`src/rtl/video_raster_gen.sv`:
```
// Raster timing and interrupt generator for the SAM Coupe video path.
// Pixel/line counters, blank/sync strobes, fetch window, CPU contention,
// flash phase, light-pen latches and programmable line interrupts.

// One line-interrupt channel: compare register plus a sticky pending bit.
module video_raster_int_ch #(
  parameter int V_DISP = 192
) (
  input  logic       clk_sys,
  input  logic       reset_n,
  input  logic       sol,      // ce_6mn at hc==0 (start of line)
  input  logic       wr,       // edge-qualified write for this channel
  input  logic       ack,      // edge-qualified acknowledge for this channel
  input  logic [8:0] vc,
  input  logic [8:0] din,
  output logic       pend
);
  localparam logic [8:0] VD = 9'(V_DISP);

  logic [8:0] cmp;
  logic       hit;

  // A compare value outside the active area (incl. 9'h1FF) never fires.
  assign hit = sol && (cmp < VD) && (vc == cmp);

  // Compare register and pending bit; disabling wins, then set beats ack.
  always_ff @(posedge clk_sys) begin
    if (!reset_n) begin
      cmp  <= 9'h1FF;
      pend <= 1'b0;
    end else begin
      if (wr) cmp <= din;
      if (wr && din == 9'h1FF) pend <= 1'b0;
      else if (hit)            pend <= 1'b1;
      else if (ack)            pend <= 1'b0;
    end
  end
endmodule

module video_raster_gen #(
  parameter int H_TOTAL   = 384,
  parameter int V_TOTAL   = 312,
  parameter int H_DISP    = 128,
  parameter int V_DISP    = 192,
  parameter int HBL_START = 28,
  parameter int HS_START  = 44,
  parameter int HS_END    = 76,
  parameter int HBL_END   = 108,
  parameter int VBL_START = 236,
  parameter int VS_START  = 240,
  parameter int VS_END    = 244,
  parameter int VBL_END   = 260,
  parameter int INT_CH    = 2,
  parameter int INT_LEN   = 128,
  parameter int CPU_SLOT  = 5,
  localparam int SEL_W    = (INT_CH > 1) ? $clog2(INT_CH) : 1
) (
  input  logic              clk_sys,
  input  logic              reset_n,
  input  logic              ce_6mp,
  input  logic              ce_6mn,
  input  logic [1:0]        fetch_mode,
  input  logic              full_zx,
  input  logic              soff,
  input  logic              int_we,
  input  logic [SEL_W-1:0]  int_sel,
  input  logic [8:0]        int_din,
  input  logic              int_ack,
  output logic [8:0]        hc,
  output logic [8:0]        vc,
  output logic              hblank,
  output logic              hsync,
  output logic              vblank,
  output logic              vsync,
  output logic              fetch,
  output logic              mem_contention,
  output logic              io_contention,
  output logic              int_line,
  output logic [INT_CH-1:0] int_pend,
  output logic              int_frame,
  output logic              flash,
  output logic [4:0]        lpen_col,
  output logic [7:0]        hpen
);
  localparam logic [8:0] H_LAST = 9'(H_TOTAL - 1);
  localparam logic [8:0] V_LAST = 9'(V_TOTAL - 1);
  localparam logic [8:0] HD     = 9'(H_DISP);
  localparam logic [8:0] VD     = 9'(V_DISP);
  localparam logic [8:0] HBL_S  = 9'(HBL_START);
  localparam logic [8:0] HBL_E  = 9'(HBL_END);
  localparam logic [8:0] HS_S   = 9'(HS_START);
  localparam logic [8:0] HS_E   = 9'(HS_END);
  localparam logic [8:0] VBL_S  = 9'(VBL_START);
  localparam logic [8:0] VBL_E  = 9'(VBL_END);
  localparam logic [8:0] VS_S   = 9'(VS_START);
  localparam logic [8:0] VS_E   = 9'(VS_END);
  localparam logic [8:0] ILEN   = 9'(INT_LEN);
  localparam logic [2:0] SLOT   = 3'(CPU_SLOT);

  logic [4:0]        frame_cnt;
  logic              int_we_q, int_ack_q;
  logic              we_rise, ack_rise, sel_ok, sol;
  logic              relief_off;
  logic [INT_CH-1:0] ch_wr, ch_ack;

  // Pixel/line counters and frame counter, advanced on ce_6mp.
  always_ff @(posedge clk_sys) begin
    if (!reset_n) begin
      hc        <= '0;
      vc        <= '0;
      frame_cnt <= '0;
    end else if (ce_6mp) begin
      if (hc == H_LAST) begin
        hc <= '0;
        if (vc == V_LAST) begin
          vc        <= '0;
          frame_cnt <= frame_cnt + 5'd1;
        end else begin
          vc <= vc + 9'd1;
        end
      end else begin
        hc <= hc + 9'd1;
      end
    end
  end

  assign flash = frame_cnt[4];

  // Raster strobes and frame interrupt, registered one ce_6mn after the match.
  always_ff @(posedge clk_sys) begin
    if (!reset_n) begin
      hblank    <= 1'b0;
      hsync     <= 1'b0;
      vblank    <= 1'b0;
      vsync     <= 1'b0;
      int_frame <= 1'b0;
    end else if (ce_6mn) begin
      if (hc == HBL_S) hblank <= 1'b1;
      if (hc == HBL_E) hblank <= 1'b0;
      if (hc == HS_S)  hsync  <= 1'b1;
      if (hc == HS_E)  hsync  <= 1'b0;
      if (vc == VS_S)  vsync  <= 1'b1;
      if (vc == VS_E)  vsync  <= 1'b0;
      if (hc == HBL_S && vc == VBL_S) vblank <= 1'b1;
      if (hc == HBL_E && vc == VBL_E) vblank <= 1'b0;
      int_frame <= (vc == VS_E) && (hc < ILEN);
    end
  end

  // Fetch window: re-armed on every 8-pixel group boundary of the active area.
  always_ff @(posedge clk_sys) begin
    if (!reset_n) begin
      fetch <= 1'b0;
    end else if (ce_6mn) begin
      if (hc == 9'd0)
        fetch <= 1'b0;
      else if (hc >= HD && vc < VD && hc[2:0] == 3'd0)
        fetch <= ~soff;
    end
  end

  // The CPU gets one slot per 8-pixel group while the display fetches (or in
  // the right half of a mode-0 border unless full_zx), otherwise one per four.
  assign io_contention  = (hc[2:0] != SLOT);
  assign relief_off     = fetch | ((fetch_mode == 2'd0) & ~full_zx & hc[6]);
  assign mem_contention = relief_off ? (hc[2:0] != SLOT) : (hc[1:0] != SLOT[1:0]);

  // Light-pen latches, sampled only on the CPU slot.
  always_ff @(posedge clk_sys) begin
    if (!reset_n) begin
      lpen_col <= '0;
      hpen     <= '0;
    end else if (ce_6mn && !io_contention) begin
      lpen_col <= fetch ? {~hc[7], hc[6:3]} : 5'd0;
      hpen     <= (soff || vc > VD) ? VD[7:0] : vc[7:0];
    end
  end

  // Edge detectors for the level-sensitive write and acknowledge strobes.
  always_ff @(posedge clk_sys) begin
    if (!reset_n) begin
      int_we_q  <= 1'b0;
      int_ack_q <= 1'b0;
    end else begin
      int_we_q  <= int_we;
      int_ack_q <= int_ack;
    end
  end

  assign we_rise  = int_we & ~int_we_q;
  assign ack_rise = int_ack & ~int_ack_q;
  assign sel_ok   = 32'(int_sel) < INT_CH;
  assign sol      = ce_6mn && (hc == 9'd0);

  for (genvar k = 0; k < INT_CH; k++) begin : g_ch
    assign ch_wr[k]  = we_rise  & sel_ok & (int_sel == SEL_W'(k));
    assign ch_ack[k] = ack_rise & sel_ok & (int_sel == SEL_W'(k));

    video_raster_int_ch #(.V_DISP(V_DISP)) u_ch (
      .clk_sys (clk_sys),
      .reset_n (reset_n),
      .sol     (sol),
      .wr      (ch_wr[k]),
      .ack     (ch_ack[k]),
      .vc      (vc),
      .din     (int_din),
      .pend    (int_pend[k])
    );
  end

  assign int_line = |int_pend;
endmodule

```
`config.mk`:
```
export PLATFORM = sky130hd
export DESIGN_NAME = video_raster_gen
export DESIGN_NICKNAME = d
export VERILOG_FILES = /design/src/rtl/video_raster_gen.sv
export SDC_FILE = /design/constraint.sdc
export NUM_CORES = 1
export LEC_CHECK = 0
export CELL_PAD_IN_SITES_DETAIL_PLACEMENT = 0
export CELL_PAD_IN_SITES_GLOBAL_PLACEMENT = 2
export CORE_MARGIN = 2
export CORE_UTILIZATION = 32
export CTS_BUF_LIST = sky130_fd_sc_hd__clkbuf_16
export DETAILED_ROUTE_END_ITERATION = 16
export PLACE_DENSITY_LB_ADDON = 0.1
export SYNTH_ARGS = -nofsm -noshare
export SYNTH_HDL_FRONTEND = slang
export SYNTH_SLANG_ARGS = --single-unit
export TNS_END_PERCENT = 50
```
`constraint.sdc`:
```
create_clock -name clk_sys -period 3.2 [get_ports clk_sys]
set_input_delay 0.96 -clock clk_sys [delete_from_list [all_inputs] [get_ports clk_sys]]
set_output_delay 0.96 -clock clk_sys [all_outputs]
set_load 0.05 [all_outputs]
```
==> impl_metrics.py <==
metrics = {
    "synthesis": {
        "yosysWarnings": 0,
        "synth.top_cell.area_share": 0.4221,
        "netlist_area_um2": 3035,
        "avgSynthCellArea_um2": 8.316,
        "synth_area_leaders": "dfxtp_1 42%, nand2_1 7.7%, nand3_1 5.9%",
        "synth_top_area_cell": "dfxtp_1",
        "ys_seq_area_frac": 0.4221,
        "syn_inst": 365,
        "syn_nets": 391,
        "synth_cell_type_count": 48,
        "synth_seq_cells": 64,
    },
    "critical_path": {
        "cp_top_family": "buffers and inverters",
        "end_kind": "output port",
        "path_cells": "clkdlybuf4s50_1 > nor4_1 > nor2_1 > o21ai_2 > buf_12",
        "path_max_fanout": 1,
        "critPathMaxStageDelay_ns": 0.39,
        "crit_type": "in2out",
        "r2r_end": "hpen[5]$_SDFFE_PN0P_",
        "start_kind": "input port",
        "required_ns": 2.24,
        "crit_slowest_cell": "clkdlybuf4s50_1",
        "reg2reg_depth": 8,
        "rr_startpoint": "vc[0]$_SDFFE_PN0P_",
        "worst-r2r-setup-slack_ns": 1.17,
        "crit_arrival_ns": 2.16,
        "crit_buf_inv": 2,
    },
    "route": {
        "num_vias": 2679,
        "viasPerCell": 4.742,
        "wirelength_mm": 8.617,
        "ant_nets": 0,
        "wl_per_cell_um": 15.25,
        "first_iter_violations": 95,
        "first_pass_iters": 4,
        "drc_errors": 0,
    },
    "clocking": {
        "cts_buffers": 9,
        "ctsHoldBuffers": 0,
        "cts_root_buf": "clkbuf_16",
        "clk_pin_slew_worst_paths_ns": 0.05,
        "cts_htree_levels": 3,
        "insertion_delay_ns": 0.32,
        "cts_sinks": 64,
        "cts_tree": "yes",
        "cts_buffer_depth": 2,
    },
    "grt": {
        "grt_antenna_before_repair": 0,
        "grt_pass1_vias": 2613,
        "grt.overflow.total": 0,
        "grt_max_degree": 23,
        "grt_util_all_layers": 0.1785,
        "grt_pass1_wl_mm": 14.01,
    },
    "floorplan": {
        "start_util": 0.3285,
        "fp.coreArea_um2": 9240,
        "io_pins": 63,
        "dieArea_um2": 10280,
        "die_y_um": 101.4,
        "rows": 35,
        "fp.dieW_um": 101.4,
    },
    "timing": {
        "fin_tns_setup_ns": 0,
        "setup_viol": 0,
        "slew_viol_final": 0,
        "worst_pin_slew_ns": 0.6464,
        "relSlewSlack": 0.5677,
        "fmax_mhz": 320.4,
        "finalClockSkew_ns": 0.005050,
        "hold_ws_ns": 0.4632,
        "final_hold_viol_count": 0,
        "fin_crit_sh": 0.9754,
        "rsz0062_at_grt": "false",
        "period_minus_slack_ns": 3.121,
    },
    "job": {
        "cap_viol_max_count": 0,
    },
    "place": {
        "place_area_um2": 3827,
        "portBuffers": 62,
        "post-dp-hpwl_mm": 6.266,
        "gp_congestion": 0.8216,
    },
    "power": {
        "vdd_drop_max_uv": 243.6,
        "p_leak_uw": 0.001550,
        "power.density_nw_per_um2": 463.0,
    },
    "final_layout": {
        "final_area_um2": 4119,
        "area_growth_pct": 35.70,
        "final_common_cell": "dfxtp_1",
        "drive_gt1_frac": 0.08486,
        "antenna_cells": 0,
        "mostFrequentLayoutCells": "64 x dfxtp_1, 62 x nand2_1, 61 x clkdlybuf4s50_1, 36 x nand3_1, 22 x nor2_1",
        "fin_nets": 457,
    },
    "min_path": {
        "hold_path.class": "reg2reg",
        "min_from": "lpen_col[1]$_SDFFE_PN0P_",
        "holdPathEnd": "lpen_col[1]$_SDFFE_PN0P_",
        "hold_depth": 2,
    },
    "status": {
        "outcome": "completed",
    },
}
## power by group
part / leakage, uW / switching [uW] / internal, uW
logic: 0.000894 / 70.9 / 60.9
registers: 0.000520 / 13.7 / 816
clock network: 0.000136 / 352 / 594
total: 0.00155 / 436 / 1470
## registers in the layout, summed over array words and instances (netlist names)
name / flops
int_frame: 1
fetch: 1
hpen: 8
g_ch.u_ch.pend: 2
hsync: 1
lpen_col: 5
hblank: 1
int_we_q: 1
vsync: 1
frame_cnt: 5
g_ch.u_ch.cmp: 18
vblank: 1
hc: 9
vc: 9
int_ack_q: 1
## per-stage QoR
| step | total power (uW) | instances | setup WS [ns] | util |
|---|---|---|---|---|
| finish | 1907 | 565 | 0.07877 | 0.4458 |
| CTS | 1934 | 565 | 0.01511 | 0.4454 |
| detailed placement | 977.9 | 549 | 0.01553 | 0.4142 |
| floorplan | 916.4 | 365 | 0.2511 | - |
| global route | 1986 | 565 | 0.04311 | 0.4458 |
| global placement | 978.3 | 549 | 0.07641 | 0.4142 |
## metal layers
layer / vias up / part of all wire / global-route usage
li1: 1381 / - / -
met1: 1239 / 0.54 / 0.2783
met2: 50 / 0.41 / 0.2445
met3: 9 / 0.035 / 0.02899
met4: 0 / 0.011 / 0.06237
met5: - / 0 / 0
## cells by family after synthesis
logic type	share of synthesized area
multiplexers	0.009893
adder cells (fa/ha/maj)	0.02473
AO/OA/AOI/OAI	0.09357
AND/OR/NAND/NOR	0.3219
flip-flops	0.4221
buffers and inverters	0.04699
XOR/XNOR	0.08079
## worst max-delay path by stage
stage | from | end | slack [ns] | cells past startpoint
global placement | fetch_mode[1] | mem_contention | 0.08 | 5
CTS | fetch_mode[1] | mem_contention | 0.02 | 5
detailed placement | fetch_mode[1] | mem_contention | 0.02 | 5
floorplan | fetch_mode[1] | mem_contention | 0.25 | 3
global route | fetch_mode[1] | mem_contention | 0.04 | 5
finish | fetch_mode[1] | mem_contention | 0.08 | 5
## worst min-delay path, stage by stage (launching register included)
cell and delay [ns]:
dfxtp_1 0.30, nand2_1 0.05, a21boi_0 0.06
## synth_stat cells, drive strengths merged
cell type,instances
a211oi,1
a21boi,10
a21oi,5
a22oi,6
a31oi,3
a32oi,1
and2,11
and3,5
buf,9
clkbuf,11
dfxtp,64
ha,6
inv,12
mux2i,3
nand2,62
nand2b,2
nand3,37
nand3b,1
nand4,9
nand4b,1
nor2,23
nor2b,12
nor3,10
nor3b,5
nor4,4
nor4b,1
o211a,2
o21ai,8
o221a,1
o311ai,1
o31ai,2
o41ai,1
or2,1
or3,3
or4,3
or4b,1
xnor2,15
xor2,13
## timing repair
action,CTS,global route
setup buffers,0,0
resized for setup,0,1
endpoints found under the setup margin,0,1
## cell type report
type / count / area, um2
clock buffer: 9 / 225.2
clock inverter: 7 / 62.56
timing repair buffer: 75 / 728.2
inverter: 12 / 45.04
sequential: 64 / 1281
multi-input combinational: 269 / 1615
fill: 976 / 5121
tap: 129 / 161.4
(Power assumes the default switching activity.)
